===== src/rtl/process_element_vec.sv =====
// -----------------------------------------------------------------------------
// process_element_vec
//
// Vector multiply-accumulate processing element. Each accepted input beat
// carries NUM_LANES pairs of signed fixed-point operands. The lane products
// are summed and added to a wide accumulator. On the last beat of a group the
// accumulator is rounded (half toward +inf), shifted back to operand scale and
// saturated to WIDTH_DATA bits. The unrounded accumulator is retained, so a
// following group can continue from it (keep_data_i=1 on its first beat).
//
// Pipeline (one beat per cycle, a global stall when the output is blocked):
//   products -> lane sum -> accumulator -> rounded/saturated output register
// A last beat accepted at edge N presents its result after edge N+3.
//
// Ports:
//   clk          clock, all state updates on the rising edge
//   rst_n        asynchronous active-low reset
//   in_valid_i   input beat valid
//   in_ready_o   input beat accepted when in_valid_i & in_ready_o at an edge
//   keep_data_i  first beat of a group only: 1 continue, 0 start from zero
//   last_i       final beat of an accumulation group
//   data_a_i     lane k operand A in bits [k*WIDTH_DATA +: WIDTH_DATA]
//   data_b_i     lane k operand B, same packing
//   out_valid_o  result valid, held until consumed
//   out_ready_i  result consumed when out_valid_o & out_ready_i at an edge
//   data_o       rounded, saturated result
//   sat_o        set with data_o when the result was clipped
// -----------------------------------------------------------------------------
module process_element_vec #(
    parameter int WIDTH_DATA = 16,
    parameter int FRAC_BITS  = 9,
    parameter int NUM_LANES  = 4,
    parameter int WIDTH_ACC  = 40
) (
    input  logic                            clk,
    input  logic                            rst_n,
    input  logic                            in_valid_i,
    output logic                            in_ready_o,
    input  logic                            keep_data_i,
    input  logic                            last_i,
    input  logic [NUM_LANES*WIDTH_DATA-1:0] data_a_i,
    input  logic [NUM_LANES*WIDTH_DATA-1:0] data_b_i,
    output logic                            out_valid_o,
    input  logic                            out_ready_i,
    output logic [WIDTH_DATA-1:0]           data_o,
    output logic                            sat_o
);

    localparam int WP = 2 * WIDTH_DATA;

    // Group state encoding
    localparam logic [0:0] ST_IDLE  = 1'b0;
    localparam logic [0:0] ST_ACCUM = 1'b1;

    // Rounding constant 2^(FRAC_BITS-1), one bit wider than the accumulator
    localparam logic [WIDTH_ACC:0] RND_CONST = {{WIDTH_ACC{1'b0}}, 1'b1} << (FRAC_BITS - 1);

    // Output range limits, both in accumulator-plus-one width and data width
    localparam logic [WIDTH_DATA-1:0] DATA_MAX = {1'b0, {(WIDTH_DATA-1){1'b1}}};
    localparam logic [WIDTH_DATA-1:0] DATA_MIN = {1'b1, {(WIDTH_DATA-1){1'b0}}};
    localparam logic signed [WIDTH_ACC:0] SAT_MAX = (WIDTH_ACC+1)'($signed(DATA_MAX));
    localparam logic signed [WIDTH_ACC:0] SAT_MIN = (WIDTH_ACC+1)'($signed(DATA_MIN));

    // Handshake / control
    logic                        w_advance;
    logic                        w_accept;
    logic                        w_keep_eff;
    logic [0:0]                  r_grp_state;

    // Stage: products
    logic signed [WP-1:0]        w_prod [NUM_LANES];
    logic signed [WP-1:0]        r_prod [NUM_LANES];
    logic                        r_p_valid;
    logic                        r_p_last;
    logic                        r_p_keep;

    // Stage: lane sum
    logic [WIDTH_ACC-1:0]        w_lane_sum;
    logic [WIDTH_ACC-1:0]        r_sum;
    logic                        r_s_valid;
    logic                        r_s_last;
    logic                        r_s_keep;

    // Stage: accumulator
    logic [WIDTH_ACC-1:0]        w_acc_base;
    logic [WIDTH_ACC-1:0]        w_acc_next;
    logic [WIDTH_ACC-1:0]        r_acc;
    logic                        r_a_valid;
    logic                        r_a_last;

    // Stage: round / saturate / output
    logic signed [WIDTH_ACC:0]   w_rnd;
    logic signed [WIDTH_ACC:0]   w_shift;
    logic [WIDTH_DATA-1:0]       w_sat_data;
    logic                        w_sat_flag;
    logic                        r_out_valid;
    logic [WIDTH_DATA-1:0]       r_data;
    logic                        r_sat;

    // The whole pipeline moves together; it only stops when a held result blocks it
    assign w_advance   = out_ready_i | ~r_out_valid;
    assign in_ready_o  = w_advance;
    assign w_accept    = in_valid_i & w_advance;

    assign out_valid_o = r_out_valid;
    assign data_o      = r_data;
    assign sat_o       = r_sat;

    // Effective keep flag: only the first beat of a group may restart from zero
    always_comb begin
        w_keep_eff = 1'b1;
        case (r_grp_state)
            ST_IDLE:  w_keep_eff = keep_data_i;
            ST_ACCUM: w_keep_eff = 1'b1;
            default:  w_keep_eff = 1'b1;
        endcase
    end

    // Group state: open on a non-last beat, close on a last beat
    always_ff @(posedge clk or negedge rst_n) begin
        if (!rst_n) begin
            r_grp_state <= ST_IDLE;
        end else if (w_accept) begin
            r_grp_state <= last_i ? ST_IDLE : ST_ACCUM;
        end
    end

    // Signed lane products; size casts sign-extend the operands first
    always_comb begin
        for (int k = 0; k < NUM_LANES; k++) begin
            w_prod[k] = WP'($signed(data_a_i[k*WIDTH_DATA +: WIDTH_DATA]))
                      * WP'($signed(data_b_i[k*WIDTH_DATA +: WIDTH_DATA]));
        end
    end

    // Product stage registers
    always_ff @(posedge clk or negedge rst_n) begin
        if (!rst_n) begin
            r_p_valid <= 1'b0;
            r_p_last  <= 1'b0;
            r_p_keep  <= 1'b0;
            for (int k = 0; k < NUM_LANES; k++) begin
                r_prod[k] <= '0;
            end
        end else if (w_advance) begin
            r_p_valid <= in_valid_i;
            r_p_last  <= last_i;
            r_p_keep  <= w_keep_eff;
            for (int k = 0; k < NUM_LANES; k++) begin
                r_prod[k] <= w_prod[k];
            end
        end
    end

    // Sign-extended sum of all lane products
    always_comb begin
        w_lane_sum = '0;
        for (int k = 0; k < NUM_LANES; k++) begin
            w_lane_sum = w_lane_sum + WIDTH_ACC'(r_prod[k]);
        end
    end

    // Lane-sum stage registers
    always_ff @(posedge clk or negedge rst_n) begin
        if (!rst_n) begin
            r_s_valid <= 1'b0;
            r_s_last  <= 1'b0;
            r_s_keep  <= 1'b0;
            r_sum     <= '0;
        end else if (w_advance) begin
            r_s_valid <= r_p_valid;
            r_s_last  <= r_p_last;
            r_s_keep  <= r_p_keep;
            r_sum     <= w_lane_sum;
        end
    end

    // Accumulator base and wrap-around addition (no saturation at this width)
    always_comb begin
        if (r_s_keep) begin
            w_acc_base = r_acc;
        end else begin
            w_acc_base = '0;
        end
        w_acc_next = w_acc_base + r_sum;
    end

    // Accumulator stage; bubbles leave the accumulator untouched
    always_ff @(posedge clk or negedge rst_n) begin
        if (!rst_n) begin
            r_acc     <= '0;
            r_a_valid <= 1'b0;
            r_a_last  <= 1'b0;
        end else if (w_advance) begin
            r_a_valid <= r_s_valid;
            r_a_last  <= r_s_last;
            if (r_s_valid) begin
                r_acc <= w_acc_next;
            end
        end
    end

    // Round half toward +inf, rescale, clip to the output range
    always_comb begin
        w_rnd   = $signed({r_acc[WIDTH_ACC-1], r_acc}) + $signed(RND_CONST);
        w_shift = w_rnd >>> FRAC_BITS;
        if (w_shift > SAT_MAX) begin
            w_sat_data = DATA_MAX;
            w_sat_flag = 1'b1;
        end else if (w_shift < SAT_MIN) begin
            w_sat_data = DATA_MIN;
            w_sat_flag = 1'b1;
        end else begin
            w_sat_data = w_shift[WIDTH_DATA-1:0];
            w_sat_flag = 1'b0;
        end
    end

    // Output register: load on a completed group, clear valid once consumed
    always_ff @(posedge clk or negedge rst_n) begin
        if (!rst_n) begin
            r_out_valid <= 1'b0;
            r_data      <= '0;
            r_sat       <= 1'b0;
        end else if (w_advance) begin
            if (r_a_valid && r_a_last) begin
                r_out_valid <= 1'b1;
                r_data      <= w_sat_data;
                r_sat       <= w_sat_flag;
            end else begin
                r_out_valid <= 1'b0;
            end
        end
    end

endmodule


===== config.mk =====
export PLATFORM = sky130hd
export DESIGN_NAME = process_element_vec
export DESIGN_NICKNAME = d
export VERILOG_FILES = /design/src/rtl/process_element_vec.sv
export SDC_FILE = /design/constraint.sdc
export NUM_CORES = 2
export LEC_CHECK = 0
export ABC_AREA = 1
export CAP_MARGIN = 20
export CORE_MARGIN = 3
export CORE_UTILIZATION = 60
export CTS_BUF_LIST = sky130_fd_sc_hd__clkbuf_16
export DETAILED_ROUTE_END_ITERATION = 8
export PLACE_DENSITY = 0.78
export SLEW_MARGIN = 40
export SYNTH_ARGS = -nofsm -noshare
export SYNTH_HDL_FRONTEND = slang
export SYNTH_SLANG_ARGS = --single-unit

===== constraint.sdc =====
create_clock -name clk -period 10.05 [get_ports clk]
set_clock_uncertainty 0.05 [all_clocks]
set_input_delay 2.01 -clock clk [delete_from_list [all_inputs] [get_ports clk]]
set_output_delay 2.01 -clock clk [all_outputs]
set_load 0.01 [all_outputs]

* After elaboration in Yosys (flattened, before gate mapping)
Cells that the tools add are included.
** Storage, ports and cells
- Register bits :: 235
- Bits of input ports :: 134
** Operators by class
- $add $sub $neg :: 5
- Multiply operators :: 4
- Magnitude comparators :: 2
- Mux-type cells :: 8
- Bitwise gates (word level) :: 4
- Reduce and logical (&&, ||, !) cells :: 3
** Operator list (number)
- 16-bit by 16-bit multiplier with 32-bit output :: 4
- 40-bit by 10-bit adder with 41-bit output, second input constant :: 1
- 40-bit adder :: 1
- 40-bit two-way mux :: 1
- 34-bit by 32-bit adder with 35-bit output :: 1
- 33-bit by 32-bit adder with 34-bit output :: 1
- 32-bit by 32-bit adder with 33-bit output :: 1
- 32-bit by 16-bit greater-than comparator with 1-bit output, second input constant :: 1
- 32-bit by 16-bit less-than comparator with 1-bit output, second input constant :: 1
- 16-bit two-way mux :: 2
- 1-bit two-way mux :: 4
- 2-bit AND reduction :: 2
- 1-bit NOT :: 2
- 1-bit one-hot mux with 2 select lines :: 1
- 1-bit AND :: 1
- 1-bit logical AND :: 1
- 1-bit bitwise OR :: 1

* Logic depth before layout (Yosys ltp)
- Depth after elaboration :: 4
- Gate-level depth with buffers :: 27
- Mapped depth without buffers :: 25

* Worst setup path before layout
Ideal clock, no wire load.
- Path type :: input port to flip-flop
- From :: in data_a_i[7]
- To :: reg r_prod[121] in the netlist's numbering
- Library setup time :: 118 ps
- Data arrival time :: 7275 ps
- Required time :: 9882 ps
- Path slack :: 2607 ps
- Stages :: 26
- Buffers on the path :: 2
- Cells stage by stage :: clkbuf_1 clkbuf_1 nand2_1 fa_1 inv_1 fa_1 inv_1 fa_1 inv_1 fa_1 fa_1 inv_1 fa_1 inv_1 ha_1 inv_1 o21ai_0 a21boi_0 o21ai_0 a21oi_1 o21ai_0 nand2_1 nand2_1 or2_2 nand3_1 nand2_1
** Between the ends
- Cells in the longest elaborated chain, start to end :: 1
** Ends and longest elaborated chain
- start: declaration :: line 41 : input logic [NUM_LANES*WIDTH_DATA-1:0] data_a_i,
- 16-bit by 16-bit multiplier with 32-bit output :: line 132 : * WP'($signed(data_b_i[k*WIDTH_DATA +: WIDTH_DATA]));
- end signal: indexed assignment :: line 150 : r_prod[k] <= w_prod[k];
- end: declaration :: line 72 : logic signed [WP-1:0] r_prod [NUM_LANES];
No other way between the ends.
A chain may end at the register's enable or synchronous reset.

* Final worst setup path
- From :: in data_b_i[1]
- To :: reg r_prod[127] in the netlist's numbering
** Between the ends
- Cells in the longest elaborated chain, start to end :: 1
** Ends and longest elaborated chain
- start: declaration :: line 42 : input logic [NUM_LANES*WIDTH_DATA-1:0] data_b_i,
- 16-bit by 16-bit multiplier with 32-bit output :: line 132
No other way between the ends.

==> results.py <==
metrics = {
    "clock_network": {
        "cts_tree": "built",
        "cts_setup_buffers": 0,
        "cts_resized": 0,
        "cts-root-buf": "clkbuf_16",
        "cts_htree_levels": 1,
        "cts-buffers-inserted": 26,
        "clock_sinks": 230,
        "ctsHoldBuffers": 0,
        "clockBufferDepth": 3,
        "clkSlewWorstSetupHoldPaths_ns": 0.06,
        "clock_latency_ns": 0.57,
    },
    "worst_setup_path": {
        "crit_slowest_cell": "clkdlybuf4s50_1",
        "cp_common_cell": "fa_1",
        "required_ns": 10.42,
        "crit_chain": "clkdlybuf4s50_1 > nand2_1 > inv_1 > fa_1 > fa_1 > fa_1 > fa_1 > inv_1 > fa_1 > inv_1 > fa_1 > ha_1 > inv_1 > nor3_1 > nand2_1 > nor3_1 > nand2_1 > o211ai_1 > xnor2_1 > o21ai_0",
        "ff2ff_setup_slack_ns": 6.00,
        "cp_num_buf_inv": 5,
        "critPathLaunchType": "input port",
        "cp_num_cells": 20,
        "crit_family": "adder cells",
        "cp.arrival_ns": 8.50,
        "crit_type": "input port to flop",
        "cp-end-kind": "flop",
        "reg2regPathDepth": 15,
        "cp_max_fo": 16,
        "crit_path_max_incr_delay_ns": 0.96,
    },
    "timing": {
        "clock.fmax_mhz": 122.9,
        "relSlewSlack_pct": 43.06,
        "finalHoldViolations": 0,
        "rsz0062_at_grt": "false",
        "fin_hold_ws_ns": 0.4290,
        "finalSetupViolations": 0,
        "worst_pin_slew_ns": 0.8514,
        "post-route-period-util_pct": 80.94,
        "setup_tns_ns": 0,
        "slew_violations": 0,
        "post-route-min-period_ns": 8.135,
    },
    "min_path": {
        "min_path_cells": 2,
        "min_path_type": "flop to flop",
    },
    "global_route": {
        "grt_pass1_vias": 47967,
        "grt_usage_pct": 30.77,
        "grt_max_degree": 89,
        "grt_pass1_wl_um": 243600,
        "overflow": 0,
        "antenna_found_initial": 0,
    },
    "die": {
        "die_area_mm2": 0.09793,
        "die_x_um": 312.9,
        "initial_utilization_pct": 61.11,
        "row_count": 111,
        "die_height_um": 312.9,
        "num_io_pins": 153,
        "core_mm2": 0.09250,
    },
    "logic_synthesis": {
        "yosysMostFrequentCell": "nand2_1",
        "netlist_top_cells_area": "fa_1 (39%), nand2_1 (13%), inv_1 (13%)",
        "synth_top_area_cell": "fa_1",
        "async_flop_share_pct": 100.0,
        "syn_nets": 8967,
        "netlist_area_mm2": 0.05652,
        "synth_edf_count": 0,
        "ys.flop_type": "dfrtp_1",
        "yosys_warnings": 0,
        "yosysUniqueCellTypes": 48,
        "synth_top_cell_area_share_pct": 39.45,
        "yosysSeqAreaShare_pct": 10.18,
        "ys_ff_latch": 230,
        "ys_top_cells_by_count": "nand2_1 (1,960), inv_1 (1,905), fa_1 (1,114)",
        "synthCells": 7317,
        "avgSynthCellArea_um2": 7.725,
    },
    "detailed_routing": {
        "drtPass1Iterations": 6,
        "postRouteAntennaNets": 0,
        "drc_errors": 0,
        "wl_per_cell_um": 17.10,
        "drt_wl_total_um": 145100,
        "vias_per_cell": 5.366,
        "drt-initial-drc-count": 3348,
        "dr_total_vias": 45538,
    },
    "placement": {
        "hpwl_um": 122500,
        "placed_area_mm2": 0.05865,
        "io_buffers": 152,
        "routabilityCongestion": 0.9793,
    },
    "final_layout": {
        "area_growth_pct": 5.122,
        "drive_gt1_share_pct": 2.112,
        "finish.utilization_pct": 64.24,
        "fill_cells": 8124,
        "ff_latch_area_mm2": 0.005756,
        "antenna_cells": 0,
        "design_area_mm2": 0.05942,
        "fin_nets": 8875,
        "multi_input_area_mm2": 0.04252,
    },
    "run": {
        "drv_cap": 0,
    },
    "run_status": {
        "status": "completed",
    },
}
[routing by layer]
layer,global-route usage (%),up-vias,wire [um]
li1,-,21113,-
met1,41.64,22546,60020
met2,52.98,1572,71630
met3,3.002,307,8730
met4,8.956,0,4727
met5,0,-,0
[placed cells by master, fill, tap and decap left out, drive strengths merged, types with 27 or more instances in the layout]
cell type and n:
nand3 180, xor2 69, nand2 1974, o21bai 37, a21oi 201, xnor2 72
o21ai 247, clkdlybuf4s50 147, dfrtp 230, a31oi 34, a21o 27, nor2 324
or2 66, ha 402, fa 1114, nor3 39, inv 1914
[cells by family after synthesis]
| group | share of synthesized area (%) |
|---|---|
| and+or+nand+nor | 18.73 |
| buffers and inverters | 14.63 |
| adders and majority gates | 48.35 |
| AOI/OAI and AO/OA | 5.921 |
| DFF | 10.18 |
| xor gates and xnor gates | 2.185 |
[metrics by stage]
stage / instances / setup WS [ns]
2_1_floorplan: 7317 / 2.607
3_3_place_gp: 8439 / 1.406
3_5_place_dp: 8440 / 1.404
4_1_cts: 8487 / 1.982
5_1_grt: 8487 / 1.601
6_report: 8487 / 1.915
[area by class of cell]
| cell class | count | share of cell area [%] |
|---|---|---|
| Timing Repair Buffer | 166 | 2.746 |
| Inverter | 1909 | 12.06 |
| Multi-Input combinational cell | 4892 | 71.56 |
| Clock inverter | 21 | 0.2358 |
| Tap cell | 1243 | 2.617 |
| Sequential cell | 230 | 9.686 |
| Clock buffer | 26 | 1.095 |
[sequential cells by signal (all words and copies together), names as in the netlist]
register	cells
r_prod	128
r_acc	40
r_sum	35
data_o	16
out_valid_o	1
r_a_last	1
r_a_valid	1
r_grp_state	1
r_p_keep	1
r_p_last	1
r_p_valid	1
r_s_keep	1
r_s_last	1
r_s_valid	1
sat_o	1
[path summary, 6_finish.rpt]
kind                        startpoint           to
setup / recovery           data_b_i[1]  r_prod[127]
hold / removal                r_p_keep     r_s_keep
setup reg to reg            r_prod[65]    r_sum[23]
hold reg to reg               r_p_keep     r_s_keep
max in group asynchronous        rst_n  r_prod[117]
min in group asynchronous        rst_n  r_grp_state
[worst register-to-register path, cell delays in order (launching register included)]
cell and delay (ns):
dfrtp_1 0.54, fa_1 0.50, fa_1 0.49, ha_1 0.17
inv_1 0.07, fa_1 0.43, inv_1 0.08, nand2_1 0.07
o21ai_1 0.20, a21oi_1 0.18, o21ai_0 0.48, a21oi_1 0.18
o21bai_1 0.19, xor2_1 0.24, nand2_1 0.08, nand2_1 0.08
Power is not shown: default switching activity piles up to over one toggle a cycle in this logic, so the estimate is an artifact.
